===== src/rtl/mem_arbiter.sv =====
// mem_arbiter: two-port round-robin arbiter serialising CPU and DMA requests onto one memory port.
// Each transaction runs IDLE (grant) -> ACCESS (memory strobe) -> RESP (rvalid to the winner).
module mem_arbiter #(
  parameter int ADDR_W = 32,
  parameter int DATA_W = 32
) (
  input  logic              clk,
  input  logic              rst_n,
  input  logic              req0,
  input  logic              req1,
  input  logic              we0,
  input  logic              we1,
  input  logic [1:0]        size0,
  input  logic [1:0]        size1,
  input  logic [ADDR_W-1:0] addr0,
  input  logic [ADDR_W-1:0] addr1,
  input  logic [DATA_W-1:0] wdata0,
  input  logic [DATA_W-1:0] wdata1,
  output logic              gnt0,
  output logic              gnt1,
  output logic              rvalid0,
  output logic              rvalid1,
  output logic [DATA_W-1:0] rdata0,
  output logic [DATA_W-1:0] rdata1,
  output logic              err0,
  output logic              err1,
  output logic              mem_read,
  output logic              mem_write,
  output logic [1:0]        mem_size,
  output logic [ADDR_W-1:0] mem_addr,
  output logic [DATA_W-1:0] mem_wdata,
  input  logic [DATA_W-1:0] mem_rdata
);
  typedef enum logic [1:0] {IDLE, ACCESS, RESP} state_t;
  state_t state_q, state_d;
  logic we_q, we_d, id_q, id_d, rr_q, rr_d;
  logic [1:0] size_q, size_d;
  logic [ADDR_W-1:0] addr_q, addr_d;
  logic [DATA_W-1:0] wdata_q, wdata_d, rdata_q, rdata_d;
  logic grant, win, err, go;
  always_comb begin
    grant = rst_n && state_q == IDLE && (req0 || req1);
    // rr_q holds the last granted port, so on contention the other one wins
    win = (req0 && req1) ? ~rr_q : req1;
    err = size_q == 2'b11 || (size_q == 2'b01 && addr_q[0]) ||
          (size_q == 2'b10 && addr_q[1:0] != 2'b00) || |addr_q[ADDR_W-1:10];
    go = state_q == ACCESS && !err;
    state_d = IDLE;
    case (state_q)
      IDLE:    state_d = grant ? ACCESS : IDLE;
      ACCESS:  state_d = RESP;
      default: state_d = IDLE;
    endcase
    rr_d = grant ? win : rr_q;
    id_d = grant ? win : id_q;
    we_d = grant ? (win ? we1 : we0) : we_q;
    size_d = grant ? (win ? size1 : size0) : size_q;
    addr_d = grant ? (win ? addr1 : addr0) : addr_q;
    wdata_d = grant ? (win ? wdata1 : wdata0) : wdata_q;
    rdata_d = state_q == ACCESS ? ((go && !we_q) ? mem_rdata : '0) : rdata_q;
    gnt0 = grant && !win;
    gnt1 = grant && win;
    rvalid0 = state_q == RESP && !id_q;
    rvalid1 = state_q == RESP && id_q;
    err0 = rvalid0 && err;
    err1 = rvalid1 && err;
    rdata0 = rvalid0 ? rdata_q : '0;
    rdata1 = rvalid1 ? rdata_q : '0;
    // a faulty request never reaches the memory, not even its address
    mem_read = go && !we_q;
    mem_write = go && we_q;
    mem_size = go ? size_q : '0;
    mem_addr = go ? addr_q : '0;
    mem_wdata = go ? wdata_q : '0;
  end
  always_ff @(posedge clk or negedge rst_n) begin
    if (!rst_n) begin
      state_q <= IDLE;
      rr_q <= 1'b1;
      id_q <= 1'b0;
      we_q <= 1'b0;
      size_q <= '0;
      addr_q <= '0;
      wdata_q <= '0;
      rdata_q <= '0;
    end else begin
      state_q <= state_d;
      rr_q <= rr_d;
      id_q <= id_d;
      we_q <= we_d;
      size_q <= size_d;
      addr_q <= addr_d;
      wdata_q <= wdata_d;
      rdata_q <= rdata_d;
    end
  end
endmodule


===== config.mk =====
export PLATFORM = sky130hd
export DESIGN_NAME = mem_arbiter
export DESIGN_NICKNAME = d
export VERILOG_FILES = /design/src/rtl/mem_arbiter.sv
export SDC_FILE = /design/constraint.sdc
export NUM_CORES = 1
export LEC_CHECK = 0
export ABC_AREA = 1
export CAP_MARGIN = 20
export CORE_AREA = 2 2 121 123
export CTS_CLUSTER_DIAMETER = 40
export CTS_CLUSTER_SIZE = 28
export DETAILED_ROUTE_END_ITERATION = 6
export DIE_AREA = 0 0 123 125
export PLACE_DENSITY_LB_ADDON = 0.05
export REMOVE_ABC_BUFFERS = 1
export SETUP_SLACK_MARGIN = 0.3
export SYNTH_ARGS = -nofsm -noshare
export SYNTH_HDL_FRONTEND = slang
export SYNTH_SLANG_ARGS = --single-unit

===== constraint.sdc =====
create_clock -name clk -period 3.4 [get_ports clk]
set_input_delay 0.34 -clock clk [delete_from_list [all_inputs] [get_ports clk]]
set_output_delay 0.34 -clock clk [all_outputs]
set_load 0.05 [all_outputs]

==> run_summary.xml <==
<?xml version="1.0" encoding="UTF-8"?>
<metrics>
  <group name="status">
    <metric name="outcome" unit="">complete, no violations</metric>
  </group>
  <group name="logic_synthesis">
    <metric name="syn-mean-instance-area" unit="um^2">7.27</metric>
    <metric name="synthArstFlopShare" unit="%">100</metric>
    <metric name="synth_ff_type" unit="">sky130_fd_sc_hd__dfrtp_1</metric>
    <metric name="fraction_of_the_mapped_netlist_area_in_compound_gates" unit="%">0.0892</metric>
    <metric name="synth_top_area_share" unit="%">45.5</metric>
    <metric name="yosys.cell_types.count" unit="">22</metric>
    <metric name="synth_most_common_cell" unit="">sky130_fd_sc_hd__nand2_1</metric>
    <metric name="most_numerous_cell_types_in_the_synthesized_netlist" unit="">sky130_fd_sc_hd__nand2_1 (278), sky130_fd_sc_hd__dfrtp_1 (102), sky130_fd_sc_hd__nor2_1 (86), sky130_fd_sc_hd__inv_1 (85), sky130_fd_sc_hd__nand3_1 (68)</metric>
    <metric name="yosysSeqAreaShare" unit="%">45.9</metric>
    <metric name="synth-xor-area-share" unit="%">0</metric>
    <metric name="synth_fa_ha_area_share" unit="%">0</metric>
    <metric name="combinational_family_with_the_most_area_after_synthesis" unit="">simple AND/OR/NAND/NOR gates</metric>
    <metric name="muxShareOfSynthArea" unit="%">0</metric>
    <metric name="synth.ff_latch_count" unit="">103</metric>
    <metric name="netlist_area" unit="mm^2">0.00561</metric>
    <metric name="yosys.area.top_type" unit="">sky130_fd_sc_hd__dfrtp_1</metric>
    <metric name="yosys_warnings" unit="">0</metric>
    <metric name="synth_edf_count" unit="">0</metric>
    <metric name="synth_cells" unit="">772</metric>
    <metric name="synthSimpleGateAreaFrac" unit="%">41.1</metric>
    <metric name="cell_types_occupying_the_most_area_after_synthesis" unit="">sky130_fd_sc_hd__dfrtp_1 (45%), sky130_fd_sc_hd__nand2_1 (19%), sky130_fd_sc_hd__nand3_1 (6.1%), sky130_fd_sc_hd__nor2_1 (5.8%), sky130_fd_sc_hd__inv_1 (5.7%)</metric>
  </group>
  <group name="clock_tree">
    <metric name="clock_path_buffers" unit="">2</metric>
    <metric name="cts_sinks" unit="">103</metric>
    <metric name="path_clk_slew" unit="ps">70</metric>
    <metric name="htreeDepth" unit="">3</metric>
    <metric name="cts.root.buffer_cell" unit="">sky130_fd_sc_hd__clkbuf_16</metric>
    <metric name="clk_latency" unit="ps">350</metric>
    <metric name="tritoncts" unit="">done</metric>
    <metric name="cts_buffers" unit="">9</metric>
  </group>
  <group name="hold_path">
    <metric name="worst_hold_path.endpoint" unit="">rr_q</metric>
    <metric name="worst_hold_path_type" unit="">flip-flop to flip-flop</metric>
    <metric name="holdCritStartpoint" unit="">rr_q</metric>
    <metric name="whs_path_depth" unit="">2</metric>
  </group>
  <group name="sta">
    <metric name="final_hold_violation_count" unit="">0</metric>
    <metric name="worstMarginPinSlew" unit="ps">901</metric>
    <metric name="fin_worst_skew" unit="ps">6.76</metric>
    <metric name="worst_slew_margin_rel" unit="%">40.0</metric>
    <metric name="fmax" unit="GHz">0.336</metric>
    <metric name="fin_setup_tns" unit="ps">0</metric>
    <metric name="fin_crit" unit="ps">2980</metric>
    <metric name="finalSetupViolations" unit="">0</metric>
    <metric name="finalCritPeriodShare" unit="%">87.5</metric>
    <metric name="final.hold.worst_slack" unit="ps">473</metric>
    <metric name="rsz_0062_raised_after_global_routing" unit="">no</metric>
    <metric name="drv_slew" unit="">0</metric>
    <metric name="setup_slack" unit="ps">424</metric>
  </group>
  <group name="place">
    <metric name="port_buffers" unit="">285</metric>
    <metric name="place.gp.congestion" unit="">0.790</metric>
    <metric name="dp_hpwl" unit="um">12900</metric>
    <metric name="placedInstanceArea" unit="mm^2">0.00893</metric>
    <metric name="pre_cts_ws" unit="ps">656</metric>
  </group>
  <group name="layout">
    <metric name="post_route_cells_drive_above_1_share" unit="%">13.2</metric>
    <metric name="layout-area-overhead-vs-synth" unit="%">67.3</metric>
    <metric name="final_cell_area" unit="mm^2">0.00939</metric>
    <metric name="num_antenna_cells" unit="">0</metric>
    <metric name="finish.net_count" unit="">1214</metric>
  </group>
  <group name="worst_setup_path">
    <metric name="cp_max_fo" unit="">17</metric>
    <metric name="cp.required" unit="ps">3060</metric>
    <metric name="timing.critical_path.from_type" unit="">flip-flop</metric>
    <metric name="rr_worst_depth" unit="">6</metric>
    <metric name="path_class" unit="">flip-flop to output pin</metric>
    <metric name="worst-r2r-setup-slack" unit="ps">1660</metric>
    <metric name="crit-reg2reg-launch" unit="">state_q[0]</metric>
    <metric name="critPathCaptureType" unit="">output pin</metric>
    <metric name="crit-reg2reg-capture" unit="">rdata_q[25]</metric>
    <metric name="cp.arrival" unit="ps">2640</metric>
  </group>
  <group name="drt">
    <metric name="routed_wl" unit="um">18300</metric>
    <metric name="routed-via-count" unit="">5707</metric>
    <metric name="routed_via_density" unit="">4.63</metric>
    <metric name="dr.pass1.iters" unit="">4</metric>
    <metric name="wire_per_inst" unit="um">14.9</metric>
    <metric name="antenna_left" unit="">0</metric>
    <metric name="drcViolationCount" unit="">0</metric>
    <metric name="first_iter_violations" unit="">333</metric>
  </group>
  <group name="pwr">
    <metric name="power_density" unit="mW/mm^2">378</metric>
    <metric name="report.power.total" unit="uW">3550</metric>
    <metric name="p_leak" unit="uW">0.00435</metric>
    <metric name="worst_ir_drop_vdd" unit="mV">0.234</metric>
  </group>
  <group name="floorplan">
    <metric name="die-height" unit="um">125</metric>
    <metric name="top_level_ports" unit="">308</metric>
    <metric name="fp.dieArea" unit="mm^2">0.0154</metric>
    <metric name="fp.dieW" unit="um">123</metric>
    <metric name="starting_density_of_the_core" unit="%">39.5</metric>
    <metric name="core_rows" unit="">44</metric>
    <metric name="core-area" unit="mm^2">0.0142</metric>
  </group>
  <group name="grt">
    <metric name="grt_pass1_wl" unit="um">28000</metric>
    <metric name="grt_remaining_overflow" unit="">0</metric>
    <metric name="grtUsageTotal" unit="%">23.5</metric>
    <metric name="grt_util_met1" unit="%">28.6</metric>
    <metric name="met3_demand_to_capacity_share_in_global_routing" unit="%">7.03</metric>
    <metric name="grt_antenna_before_repair" unit="">0</metric>
    <metric name="grt_most_used_layer" unit="">met2</metric>
    <metric name="pin_count_of_the_biggest_net_entering_global_routing" unit="">71</metric>
    <metric name="vias_in_the_first_global_route" unit="">5343</metric>
    <metric name="groute.layer.met2.usage" unit="%">40.4</metric>
  </group>
  <group name="job">
    <metric name="drv.max_cap_violation_count" unit="">0</metric>
  </group>
</metrics>
-- per-layer routing --
layer,part of all wire [%],vias up
li1,-,2840
met1,39,2630
met2,50,218
met3,9.1,19
met4,1.6,0
met5,0,-
-- state kept, by name, indices dropped and copies added (netlist names) --
register,cells
size_q,2
id_q,1
addr_q,32
wdata_q,32
rdata_q,32
state_q,2
rr_q,1
we_q,1
-- per-stage QoR --
stage / std cells / utilization (%)
6_report: 1233 / 66.1
2_1_floorplan: 728 / -
3_3_place_gp: 1207 / 62.9
5_1_grt: 1233 / 66.1
3_5_place_dp: 1207 / 62.9
4_1_cts: 1228 / 65.5
-- report_power, final --
| part | internal, uW | switching (uW) | leakage [uW] |
|---|---|---|---|
| logic | 388 | 521 | 0.00288 |
| registers | 1450 | 126 | 0.00133 |
| clock network | 592 | 474 | 0.000146 |
-- how the worst max path moves through the flow --
| stage | startpoint | endpoint | slack (ps) | cells after the start |
|---|---|---|---|---|
| after floorplan | state_q[1] | err1 | -90 | 4 |
| after global placement | state_q[1] | err0 | 680 | 5 |
| after detailed placement | state_q[1] | err0 | 660 | 5 |
| after CTS | state_q[1] | rdata1[6] | 320 | 5 |
| after global routing | state_q[1] | rdata1[6] | 310 | 6 |
| final | state_q[1] | rdata1[6] | 420 | 6 |
-- critical path, stage by stage (launching register included) --
cell and delay [ps]:
sky130_fd_sc_hd__dfrtp_1 420, sky130_fd_sc_hd__inv_1 100, sky130_fd_sc_hd__nor3_2 420, sky130_fd_sc_hd__clkinvlp_4 150, sky130_fd_sc_hd__buf_4 230, sky130_fd_sc_hd__nor2_1 120, sky130_fd_sc_hd__clkdlybuf4s50_1 850
-- final cells by class --
type	count	area (um^2)
fillers	1294	4820
repair buffers	303	3520
flip-flops and latches	103	2580
multi-input cells	538	2410
inverters	87	334
clock buffers	11	243
well taps	184	230
clock inverters	5	56.3
repair inverters	2	15.0
-- what timing repair did --
item / in CTS / in global routing
endpoints found under the hold margin: 35 / 0
setup buffers: 3 / 4
setup endpoints to repair: 1 / 71
hold buffers: 1 / 0
cloned: 1 / 1
resized for setup: 3 / 14
-- cells in the final DEF, fill, tap and decap left out, types with 2 or more instances in the layout --
| master | count |
|---|---|
| sky130_fd_sc_hd__inv_1 | 83 |
| sky130_fd_sc_hd__clkbuf_16 | 9 |
| sky130_fd_sc_hd__dfrtp_1 | 102 |
| sky130_fd_sc_hd__clkinv_2 | 2 |
| sky130_fd_sc_hd__nand2_1 | 278 |
| sky130_fd_sc_hd__nand2_2 | 2 |
| sky130_fd_sc_hd__inv_2 | 2 |
| sky130_fd_sc_hd__nor2_4 | 12 |
| sky130_fd_sc_hd__nor2_2 | 31 |
| sky130_fd_sc_hd__nor3_2 | 3 |
| sky130_fd_sc_hd__nor2_1 | 86 |
| sky130_fd_sc_hd__buf_12 | 50 |
| sky130_fd_sc_hd__clkdlybuf4s50_1 | 226 |
| sky130_fd_sc_hd__conb_1 | 22 |
| sky130_fd_sc_hd__dlymetal6s2s_1 | 10 |
| sky130_fd_sc_hd__nand3_1 | 68 |
| sky130_fd_sc_hd__clkinvlp_4 | 5 |
| sky130_fd_sc_hd__buf_4 | 16 |
| sky130_fd_sc_hd__nand4_1 | 32 |
-- cells by family (layout without fill, tap and decap cells) --
group | Yosys count | after routing
compound gates | 1 | 1
flops | 103 | 103
other cells | 1 | 22
buf+inv | 152 | 408
simple gates | 515 | 515
Power figures use the tool's default switching activity.
==> edit: new RTL, config.mk and constraints unchanged <==
Take the reset off `addr_q`, `wdata_q` and `rdata_q` and load them in a clocked block of their own.
--- a/src/rtl/mem_arbiter.sv
+++ b/src/rtl/mem_arbiter.sv
@@ -80,19 +80,19 @@
       id_q <= 1'b0;
       we_q <= 1'b0;
       size_q <= '0;
-      addr_q <= '0;
-      wdata_q <= '0;
-      rdata_q <= '0;
     end else begin
       state_q <= state_d;
       rr_q <= rr_d;
       id_q <= id_d;
       we_q <= we_d;
       size_q <= size_d;
-      addr_q <= addr_d;
-      wdata_q <= wdata_d;
-      rdata_q <= rdata_d;
     end
+  end
+
+  always_ff @(posedge clk) begin
+    addr_q  <= addr_d;
+    wdata_q <= wdata_d;
+    rdata_q <= rdata_d;
   end
 endmodule
 
Function: no difference found for any inputs over 10 cycles, from zero or initial values and one cycle with rst_n low; that may be too few to reach the edited logic, so the function may still have changed.
==> edit against the unedited design <==
Power decreased by 2.1%. Wire length is 21% lower. Clock skew rose by 0.00063 ns. Die area unchanged. Non-clock buffer count fell by 9. Utilization down 5.5 points. Sequential cell count is the same. Worst setup slack better by 0.057 ns. Area after synthesis shrank 6.0%. Hold slack worse by 0.17 ns. Design area fell by 8.4%. Global-route usage down 5.4 points. Highest routed layer unchanged.
==> edit: results (changes against the unedited design) <==
status finished clean (unchanged); layout cell share with drive strength beyond 1 9.10% (was 13.2%); r2r setup slk 1.34 ns (was 1.66 ns); RePlAce Congestion 0.850 (was 0.790); ys flop type edfxtp_1 (was dfrtp_1); max_slew headroom 34.6% (was 40.0%); P_leak 4.00 nW (was 4.35 nW); DR vias 4,832 (was 5,707); Crit Path Class reg -> out (unchanged); global-route wire length before repair 21,800 µm (was 28,000 µm); worst r2r dst size_q[1] (was rdata_q[25]); Yosys cell types 18 (was 22); Max stage delay on crit path 0.82 ns (was 0.85 ns); biggest regs addr_q: 32 flops, rdata_q: 32 flops, wdata_q: 32 flops (unchanged); largest net degree at the start of global routing 66 (was 71); register area share after synthesis 58.0% (was 45.9%); worst min-delay path class in -> async (was reg -> reg); CP startpoint state_q[1] (unchanged); CTS clk-pin slew, worst paths 0.07 ns (about the same); maxcap violations 0 (unchanged); Tmin final 2.92 ns (was 2.98 ns); Net count, final 1,110 (was 1,214); DRT Pass-1 Iters 6 (was 4); Top Family by Delay on Critical Path buffers and inverters (unchanged); n_diodes 0 (unchanged); critical path data arrival time 2.58 ns (was 2.64 ns); port bufs 285 (unchanged); Clock Skew 0.00739 ns (was 0.00676 ns); most common library cells after synthesis 216 x nand2_1, 160 x nor2_1, 120 x inv_1, 96 x edfxtp_1, 22 x buf_4 (was 278 x nand2_1, 102 x dfrtp_1, 86 x nor2_1, 85 x inv_1, 68 x nand3_1); CTS Buffer Depth 2 (unchanged); EDFF count, synth 96 (was 0); vias in the first global route 4,709 (was 5,343); HPWL Detailed 11,100 µm (was 12,900 µm); Async SR Flop Fraction 6.80% (was 100%); Iteration-0 DRC Markers 211 (was 333); drt total wl 14,500 µm (was 18,300 µm); Pwr Density 405 mW/mm² (was 378 mW/mm²); peak supply drop 0.000229 V (was 0.000234 V); total clock buffers created by CTS 9 (unchanged); Worst R2R Start rr_q (was state_q[0]); All-Layer GR Usage 18.2% (was 23.5%); ranking of synthesized cells by area edfxtp_1 55%, nand2_1 15%, nor2_1 11% (was dfrtp_1 45%, nand2_1 19%, nand3_1 6.1%); dpl ws 0.573 ns (was 0.656 ns); Worst setup endpoint rdata1[21] (was rdata1[6])
## edit: how the worst min path moves through the flow
stage / from / to / cells after the start
finish: rst_n / id_q / 2
global route: rst_n / id_q / 2
CTS: rst_n / id_q / 2
detailed placement: rr_q / rr_q / 2
global placement: rr_q / rr_q / 2
floorplan: rst_n / id_q / 0
## edit: metrics by stage
step | power (mW) | cells | hold WS (ns) | instance area, µm²
after floorplan | 2.03 | 633 | 0.0444 | 5080
after global placement | 2.39 | 1107 | 0.470 | 8200
after detailed placement | 2.40 | 1107 | 0.468 | 8200
after CTS | 3.49 | 1123 | 0.293 | 8530
after global routing | 3.65 | 1129 | 0.293 | 8600
final | 3.48 | 1129 | 0.302 | 8600
## edit: where the power goes
| part | switching [mW] | internal [mW] |
|---|---|---|
| sequential | 0.0374 | 1.53 |
| combinational | 0.496 | 0.328 |
| clock | 0.445 | 0.645 |
## edit: logic make-up (layout without fill, tap and decap cells)
group | count (synthesis) | in the layout | synth area share, %
and+or+nand+nor | 387 | 387 | 28.1
buffers and inverters | 169 | 432 | 13.8
other | 1 | 22 | 0.0711
DFF | 103 | 103 | 58.0
AOI/OAI and AO/OA | 1 | 1 | 0.0948
## edit: final cells by class
class | count | area (µm²)
Timing Repair Buffer | 294 | 2920
Inverter | 120 | 458
Tap cell | 184 | 230
Fill cell | 1297 | 5600
Sequential cell | 103 | 3060
Clock buffer | 9 | 225
Multi-Input combinational cell | 410 | 1600
Clock inverter | 7 | 97.6
Timing Repair inverter | 2 | 15.0
## edit: routing by layer
layer  global-route usage [%]  vias up  routed length, µm
li1                         -     2464                  -
met1                     20.2     2123               5490
met2                     32.3      219               7280
met3                     5.11       26               1300
met4                     7.22        0                389
met5                        0        -                  0
## edit: repair_timing
action	4_1_cts	5_1_grt
setup endpoints to repair	0	66
buffers inserted	0	4
resized for setup	0	8
